$ cat src/rtl/display_scan_ctrl.sv
// Raster scan controller for an NBUF-deep frame buffer ring.
// Generates timing, sync, blanking and read addressing; repeats a frame on underflow.
module display_scan_ctrl #(
  parameter int H_ACTIVE = 640,
  parameter int H_FP     = 16,
  parameter int H_SYNC   = 96,
  parameter int H_BP     = 48,
  parameter int V_ACTIVE = 480,
  parameter int V_FP     = 10,
  parameter int V_SYNC   = 2,
  parameter int V_BP     = 33,
  parameter int NBUF     = 2,
  parameter int PX_W     = 10,
  parameter int LN_W     = 10,
  parameter int ADDR_W   = 19
) (
  input  logic              clk,
  input  logic              reset,
  input  logic              CSDisplay,
  input  logic [NBUF-1:0]   BufFull,
  output logic [NBUF-1:0]   BufRelease,
  output logic [NBUF-1:0]   SelBuf,
  output logic              RE,
  output logic [ADDR_W-1:0] RdAddr,
  output logic [PX_W-1:0]   Pxout,
  output logic [LN_W-1:0]   Lineout,
  output logic              SelBlank,
  output logic              HSyncN,
  output logic              VSyncN,
  output logic              FrameStart,
  output logic              Underflow
);

  localparam int H_TOTAL = H_ACTIVE + H_FP + H_SYNC + H_BP;
  localparam int V_TOTAL = V_ACTIVE + V_FP + V_SYNC + V_BP;
  localparam int HS_BEG  = H_ACTIVE + H_FP;
  localparam int HS_END  = H_ACTIVE + H_FP + H_SYNC;
  localparam int VS_BEG  = V_ACTIVE + V_FP;
  localparam int VS_END  = V_ACTIVE + V_FP + V_SYNC;

  localparam logic [PX_W-1:0] PX_LAST = PX_W'(H_TOTAL - 1);
  localparam logic [LN_W-1:0] LN_LAST = LN_W'(V_TOTAL - 1);

  typedef enum logic [1:0] {
    S_IDLE,
    S_WAIT,
    S_SCAN
  } state_t;

  state_t r_state;

  logic            w_scan;
  logic            w_px_wrap;
  logic            w_ln_wrap;
  logic            w_last;
  logic            w_cur_full;
  logic            w_nxt_full;
  logic [NBUF-1:0] w_nsel;
  logic [PX_W-1:0] w_px_n;
  logic [LN_W-1:0] w_ln_n;
  logic            w_act_n;
  logic            w_hs_n;
  logic            w_vs_n;

  assign w_scan     = (r_state == S_SCAN);
  assign w_px_wrap  = (Pxout == PX_LAST);
  assign w_ln_wrap  = (Lineout == LN_LAST);
  assign w_last     = w_scan && w_px_wrap && w_ln_wrap;
  assign w_nsel     = {SelBuf[NBUF-2:0], SelBuf[NBUF-1]};
  assign w_cur_full = |(BufFull & SelBuf);
  assign w_nxt_full = |(BufFull & w_nsel);

  // Position of the cycle about to be presented; outside SCAN it is the origin.
  always_comb begin
    w_px_n = '0;
    w_ln_n = '0;
    if (w_scan) begin
      w_px_n = w_px_wrap ? '0 : Pxout + PX_W'(1);
      w_ln_n = Lineout;
      if (w_px_wrap) begin
        w_ln_n = w_ln_wrap ? '0 : Lineout + LN_W'(1);
      end
    end
  end

  assign w_act_n = (int'(w_px_n) < H_ACTIVE) &&
                   (int'(w_ln_n) < V_ACTIVE);
  assign w_hs_n  = (int'(w_px_n) >= HS_BEG) &&
                   (int'(w_px_n) < HS_END);
  assign w_vs_n  = (int'(w_ln_n) >= VS_BEG) &&
                   (int'(w_ln_n) < VS_END);

  always_ff @(posedge clk or posedge reset) begin
    if (reset) begin
      r_state    <= S_IDLE;
      SelBuf     <= NBUF'(1);
      BufRelease <= '0;
      RE         <= 1'b0;
      RdAddr     <= '0;
      Pxout      <= '0;
      Lineout    <= '0;
      SelBlank   <= 1'b1;
      HSyncN     <= 1'b1;
      VSyncN     <= 1'b1;
      FrameStart <= 1'b0;
      Underflow  <= 1'b0;
    end else begin
      BufRelease <= '0;
      FrameStart <= 1'b0;
      Underflow  <= 1'b0;
      unique case (r_state)
        S_IDLE: begin
          if (CSDisplay) r_state <= S_WAIT;
        end
        S_WAIT: begin
          if (w_cur_full) begin
            r_state    <= S_SCAN;
            FrameStart <= 1'b1;
            RdAddr     <= '0;
            Pxout      <= w_px_n;
            Lineout    <= w_ln_n;
            RE         <= w_act_n;
            SelBlank   <= !w_act_n;
            HSyncN     <= !w_hs_n;
            VSyncN     <= !w_vs_n;
          end
        end
        S_SCAN: begin
          if (w_last && !CSDisplay) begin
            r_state    <= S_IDLE;
            BufRelease <= SelBuf;
            SelBuf     <= w_nsel;
            RdAddr     <= '0;
            Pxout      <= '0;
            Lineout    <= '0;
            RE         <= 1'b0;
            SelBlank   <= 1'b1;
            HSyncN     <= 1'b1;
            VSyncN     <= 1'b1;
          end else begin
            Pxout    <= w_px_n;
            Lineout  <= w_ln_n;
            RE       <= w_act_n;
            SelBlank <= !w_act_n;
            HSyncN   <= !w_hs_n;
            VSyncN   <= !w_vs_n;
            if (w_last) begin
              FrameStart <= 1'b1;
              RdAddr     <= '0;
              // Never read a partially written buffer: repeat instead.
              if (w_nxt_full) begin
                BufRelease <= SelBuf;
                SelBuf     <= w_nsel;
              end else begin
                Underflow <= 1'b1;
              end
            end else begin
              RdAddr <= RdAddr + ADDR_W'(RE);
            end
          end
        end
        default: r_state <= S_IDLE;
      endcase
    end
  end

endmodule

$ cat config.mk
export PLATFORM = sky130hd
export DESIGN_NAME = display_scan_ctrl
export DESIGN_NICKNAME = d
export VERILOG_FILES = /design/src/rtl/display_scan_ctrl.sv
export SDC_FILE = /design/constraint.sdc
export NUM_CORES = 1
export LEC_CHECK = 0
export ABC_AREA = 1
export BUFFER_PORTS_ARGS = -buffer_cell sky130_fd_sc_hd__buf_4
export CORE_ASPECT_RATIO = 0.75
export CORE_UTILIZATION = 35
export CTS_CLUSTER_DIAMETER = 100
export DETAILED_ROUTE_END_ITERATION = 7
export HOLD_SLACK_MARGIN = 0.03
export PLACE_DENSITY = 0.6
export RECOVER_POWER = 25
export SLEW_MARGIN = 5
export SYNTH_ARGS = -nofsm -noshare
export SYNTH_HDL_FRONTEND = slang
export SYNTH_SLANG_ARGS = --single-unit
$ cat constraint.sdc
create_clock -name clk -period 2 [get_ports clk]
set_clock_uncertainty 0.05 [all_clocks]
set_input_delay 0.2 -clock clk [delete_from_list [all_inputs] [get_ports clk]]
set_output_delay 0.2 -clock clk [all_outputs]
set_load 0.05 [all_outputs]
==> flow_summary.toml, run 1 <==
[cells_and_area]
regArea_mm2 = 0.00129
final_cell_mix = "nand2_1, buf_4, inv_1"
antenna-diode-count = 0
layout_commonest_cell = "nand2_1"
stdcell_area_mm2 = 0.00398
fin_nets = 504
drive_gt1_frac = 0.234
multi_input_area_mm2 = 0.00162
final_cells = 599
num-fill-cells = 878
final_util = 0.468
area_delta_synth_final_pct = 29.0

[worst_setup_path]
cp-end-kind = "flip-flop"
r2r_end = "VSyncN"
endpoint = "VSyncN"
critPathKind = "flip-flop to flip-flop"
critPathLaunch = "SelBuf[0]"
reg2regPathDepth = 10
cp-start-kind = "flip-flop"
critPathArrivalTime_ns = 2.05
r2r_slack_ns = 0.12
reg2reg_from = "SelBuf[0]"
required_ns = 2.17
worstPathMaxFanout = 28

[route]
wl_per_cell_um = 13.3
routed-via-count = 2933
routed_wl_mm = 7.99
drtIter0Drc = 143
viasPerCell = 4.90
drc = 0
drt.antenna.violating_nets = 0
dr.pass1.iters = 4

[power_and_ir_drop]
leakage_nw = 1.88
share_comb_of_total_power = 0.427
p_total_mw = 3.94
pwr-share-seq = 0.330
clockPowerShare = 0.243
p_sw_mw = 1.59
ir_drop_uv = 807
p_int_mw = 2.35
cellPowerDensity_mw_per_mm2 = 991
p_sw_frac = 0.405

[floorplan]
dieWidth_um = 110
start_util = 0.363
die-area_mm2 = 0.00919
core_region_area_mm2 = 0.00849
die_y_um = 83.3
fp-row-count = 29
ios = 54

[cts]
clk_pin_slew_ns = 0.07
numCtsBuffers = 5
cts.sinks = 51
clockBufferDepth = 2
clock_latency_ns = 0.29
root_buffer = "clkbuf_16"
h-tree-depth = 2
cts_tree = "built"

[synth]
postSynthCellCount = 414
ys_seq_elements = 51
yosysSeqAreaShare = 0.416
synth_nets = 428
synth_cell_types = 36
syn_area_mm2 = 0.00308
avgSynthCellArea_um2 = 7.44
synth-warning-count = 0

[run]
cap_violations = 0

[global_routing]
grt_start_max_net_pins = 30
grt_overflow = 0
first_global_vias = 2738
grt_use_total = 0.189
antenna_found_initial = 0
grt_first_pass_wirelength_mm = 13.6

[sta]
setup_tns_ns = 0
fin_crit_sh = 0.939
tightest_slew_ns = 0.927
finalSetupViolCount = 0
timing.fmax_mhz = 532
hold_violations = 0
setup_ws_ns = 0.121
relSlewSlack = 0.381
holdWs_ns = 0.159
period_minus_slack_ns = 1.88
finalMaxSlewViolations = 0

[outcome]
outcome = "finished, final reports clean"

[place]
postPlaceCellArea_mm2 = 0.00371
place_ws_ns = -0.0245
io_buffers = 53
gp_congestion = 0.851
dp.cells = 579
dp_hpwl_mm = 5.88

[worst_hold_path]
hold_class = "input pin to flip-flop"
min_from = "CSDisplay"
[registers in the layout, indices dropped and copies added (netlist names)]
name	count
SelBuf	2
FrameStart	1
RdAddr	19
Underflow	1
BufRelease	2
RE	1
HSyncN	1
SelBlank	1
r_state	2
VSyncN	1
Lineout	10
Pxout	10
[timing repair]
action                                  4_1_cts  5_1_grt
endpoints found under the setup margin        2       12
pin swaps                                     1        5
buffers inserted                              3        8
resized for setup                             2       14
hold endpoints to repair                     22        0
hold buffers                                  1        0
[worst max-delay path: stages, from the launching register on]
cell     delay [ns]
dfstp_2        0.54
inv_1          0.08
o22ai_1        0.20
nand2_1        0.11
nand2_2        0.11
buf_12         0.19
nand3_1        0.11
nor2_1         0.15
nand3_1        0.12
nor2_1         0.10
nor2_1         0.04
[synth_stat cells]
cell      instances  area share
nand2_1         114        0.14
dfrtp_1          47        0.38
nor2_1           47       0.057
inv_1            45       0.055
nand3_1          34       0.055
o21ai_0          20       0.032
ha_1              9       0.037
a21oi_1           8       0.013
nand4_1           8       0.016
inv_2             7      0.0085
o22ai_1           7       0.014
xor2_1            7       0.020
buf_2             6      0.0097
nor3_1            6      0.0097
o21ai_1           6      0.0097
xnor2_1           6       0.017
nor2_4            5       0.018
dfstp_2           4       0.034
nand2_2           3      0.0061
nor2_2            3      0.0061
o21a_1            3      0.0073
a21oi_2           2      0.0057
a31oi_1           2      0.0041
nand2_4           2      0.0073
nand3_2           2      0.0065
a21boi_0          1      0.0024
a22o_1            1      0.0028
a32o_1            1      0.0032
and3_1            1      0.0020
buf_4             1      0.0024
buf_6             1      0.0037
clkbuf_1          1      0.0012
clkinv_1          1      0.0012
inv_4             1      0.0020
nand3_4           1      0.0057
o221ai_1          1      0.0028
[power groups by stage]
stage / logic, mW / registers (mW) / clock network [mW]
finish: 1.68 / 1.30 / 0.958
global route: 1.86 / 1.32 / 1.04
CTS: 1.60 / 1.29 / 0.987
detailed placement: 1.57 / 1.32 / 0
global placement: 1.55 / 1.31 / 0
floorplan: 0.762 / 1.61 / 0
[cell families (layout without fill, tap and decap cells)]
kind of cell / after synthesis / in the layout / share of synthesized area
AO/OA/AOI/OAI: 52 / 52 / 0.0979
flip-flops: 51 / 51 / 0.416
AND/OR/NAND/NOR: 226 / 226 / 0.329
adder cells (fa/ha/maj): 9 / 9 / 0.0365
XOR/XNOR: 13 / 13 / 0.0369
buffers and inverters: 63 / 140 / 0.0836
[area by class of cell]
| cell class | instances | area share |
|---|---|---|
| Tap cell | 108 | 0.0340 |
| Clock inverter | 1 | 0.00755 |
| Multi-Input combinational cell | 300 | 0.407 |
| Clock buffer | 7 | 0.0334 |
| Inverter | 54 | 0.0516 |
| Timing Repair Buffer | 78 | 0.143 |
| Sequential cell | 51 | 0.324 |
[worst min path at each step]
stage                      end  slack (ns)  depth (start not counted)
floorplan           FrameStart        0.30                          2
global placement     RdAddr[2]        0.23                          2
detailed placement   RdAddr[5]        0.23                          2
CTS                 FrameStart        0.16                          3
global route        FrameStart        0.17                          3
finish              FrameStart        0.16                          3
[layer usage]
layer	GRT usage	up-vias	routed length, um
li1	-	1485	-
met1	0.290	1383	4040
met2	0.278	63	3520
met3	0.0345	2	392
met4	0.0311	0	29
met5	0	-	0
Note: power is estimated with default switching activity, not from simulation.
==> inputs of run 2 (changes only) <==
Settings changed: ABC_AREA 1 to not set.
==> flow_summary.toml, run 2 <==
[outcome]
outcome = "complete, but fails checks"
violations = "negative setup slack"

[synth]
synth_nets = 345
syn_area_mm2 = 0.00300
ys.flop_type = "dfrtp_1"
yosysMostFrequentCell = "dfrtp_1"
ys_seq_elements = 51
synth_cell_types = 53
yosysTopAreaCell = "dfrtp_1"
synth_commonest_cells = "dfrtp_1, nand2_1, nor2_1"
postSynthCellCount = 331
yosysTopAreaCellShare = 0.393
synth-warning-count = 0
synth_edf_count = 0
async_flop_share = 1.00
yosys-top-cells-area = "dfrtp_1, ha_1, o21ai_0"
yosysSeqAreaShare = 0.428
avgSynthCellArea_um2 = 9.05

[power_and_ir_drop]
ir_drop_uv = 487
clockPowerShare = 0.200
p_int_mw = 2.55
cellPowerDensity_mw_per_mm2 = 905
p_sw_frac = 0.403
p_sw_mw = 1.72
pwr-share-seq = 0.285
share_comb_of_total_power = 0.516
leakage_nw = 2.08

[cts]
clock_latency_ns = 0.29
root_buffer = "clkbuf_16"
clockBufferDepth = 2
cts.sinks = 51
clk_pin_slew_ns = 0.07
h-tree-depth = 2
numCtsBuffers = 5
cts_tree = "built"

[place]
dp.cells = 543
gp_congestion = 0.870
io_buffers = 53
dp_hpwl_mm = 6.42
place_ws_ns = -0.533

[sta]
relSlewSlack = 0.302
hold_violations = 0
setup_ws_ns = -0.543
grt_setup_unrepaired = "yes"
fin_crit_sh = 1.27
finalSetupViolCount = 17
period_minus_slack_ns = 2.54
finalMaxSlewViolations = 0
holdWs_ns = 0.146
timing.fmax_mhz = 393
setup_tns_ns = -3.19
tightest_slew_ns = 1.05

[route]
routed_wl_mm = 9.29
dr.pass1.iters = 4
routed-via-count = 3085
drt.antenna.violating_nets = 0
wl_per_cell_um = 16.2
viasPerCell = 5.39
drc = 0
drtIter0Drc = 250

[floorplan]
dieWidth_um = 109
start_util = 0.370
ios = 54
die-area_mm2 = 0.00894
core_region_area_mm2 = 0.00809
die_y_um = 82.1
fp-row-count = 28

[global_routing]
grtUsageMet2 = 0.321
grt_use_total = 0.214
first_global_vias = 2874
grtUsageMet3 = 0.0345
grt_overflow = 0
gr-max-usage-layer = "met2"
use_met1 = 0.314
grt_first_pass_wirelength_mm = 14.5
grt_start_max_net_pins = 27
antenna_found_initial = 0

[worst_setup_path]
worstPathMaxFanout = 5
cp-start-kind = "flip-flop"
critPathKind = "flip-flop to flip-flop"
required_ns = 2.17
critPathArrivalTime_ns = 2.71
cp-end-kind = "flip-flop"

[cells_and_area]
num-fill-cells = 684
fin_nets = 481
layout_commonest_cell = "buf_4"
antenna-diode-count = 0
area_delta_synth_final_pct = 57.7
drive_gt1_frac = 0.452
reg_top3 = "RdAddr x19, Lineout x10, Pxout x10"
final_cell_mix = "buf_4, dfrtp_1, nand2_1"
final_cells = 572
regMostFlops = "RdAddr"
largest_reg_flops = 19

[run]
cap_violations = 0

[worst_hold_path]
hold_class = "input pin to flip-flop"
run 2: cell types whose count changed after synthesis, moves of 8 or more:
| cell | before | now |
|---|---|---|
| nor2_1 | 47 | 24 |
| clkbuf_1 | 1 | 14 |
| nor3_1 | 6 | 15 |
| a21o_1 | 0 | 8 |
| nand2_1 | 114 | 27 |
| inv_1 | 45 | 15 |
| and2_1 | 0 | 8 |
| nand3_1 | 34 | 20 |
run 2: worst max-delay path: stages (launching register included):
cell and delay [ns]:
dfrtp_2 0.40, or4b_4 0.54, or4_4 0.47, or4_4 0.43, a31o_1 0.23, o32a_1 0.35
run 2: logic make-up after synthesis:
group / after synthesis / synth area share
muxes: 9 / 0.0313
and+or+nand+nor: 138 / 0.246
DFF: 51 / 0.428
AOI/OAI and AO/OA: 81 / 0.182
adders and majority gates: 9 / 0.0376
buffers and inverters: 30 / 0.0380
xor gates and xnor gates: 13 / 0.0380
run 2: power by group through the flow:
stage                     clock [mW]  combinational, mW  sequential (mW)
after detailed placement           0               1.68             1.22
after floorplan                    0              0.743             1.44
after global routing           0.918               2.35             1.23
after CTS                      0.869               1.82             1.21
after global placement             0               1.66             1.22
final                          0.854               2.20             1.22
run 2: final cells by class:
type                            count  area, um^2  share of cell area
Clock buffer                        6         139              0.0294
Clock inverter                      1        5.00             0.00106
Multi-Input combinational cell    250        1940               0.411
Inverter                           15        56.3              0.0119
Tap cell                          105         131              0.0278
Timing Repair Buffer              144        1160               0.246
Sequential cell                    51        1290               0.273
run 2: through the flow:
step | utilization | power, mW | area [um^2]
after floorplan | - | 2.18 | 3020
after global placement | 0.495 | 2.88 | 4010
after detailed placement | 0.495 | 2.91 | 4010
after CTS | 0.546 | 3.90 | 4420
after global routing | 0.584 | 4.50 | 4720
final | 0.584 | 4.27 | 4720
run 2: final timing paths:
check                          start             to  slack [ns]  depth (start not counted)
max                         Pxout[7]         VSyncN       -0.54                          5
min                        CSDisplay      Underflow        0.15                          3
max reg2reg                 Pxout[7]         VSyncN       -0.54                          5
min reg2reg                   VSyncN         VSyncN        0.49                          1
max in group asynchronous      reset         VSyncN        0.47                          4
min in group asynchronous      reset  BufRelease[1]        0.67                          3
run 2: layer usage:
layer / up-vias / wire (um)
li1: 1504 / -
met1: 1494 / 4530
met2: 73 / 4230
met3: 14 / 399
met4: 0 / 130
met5: - / 0
run 2: repair_timing:
item	4_1_cts	5_1_grt
setup buffers	9	13
setup endpoints to repair	39	43
endpoints found under the hold margin	23	0
gates resized for setup	40	62
hold buffers	1	0
pin swaps	9	23
gates cloned	0	2
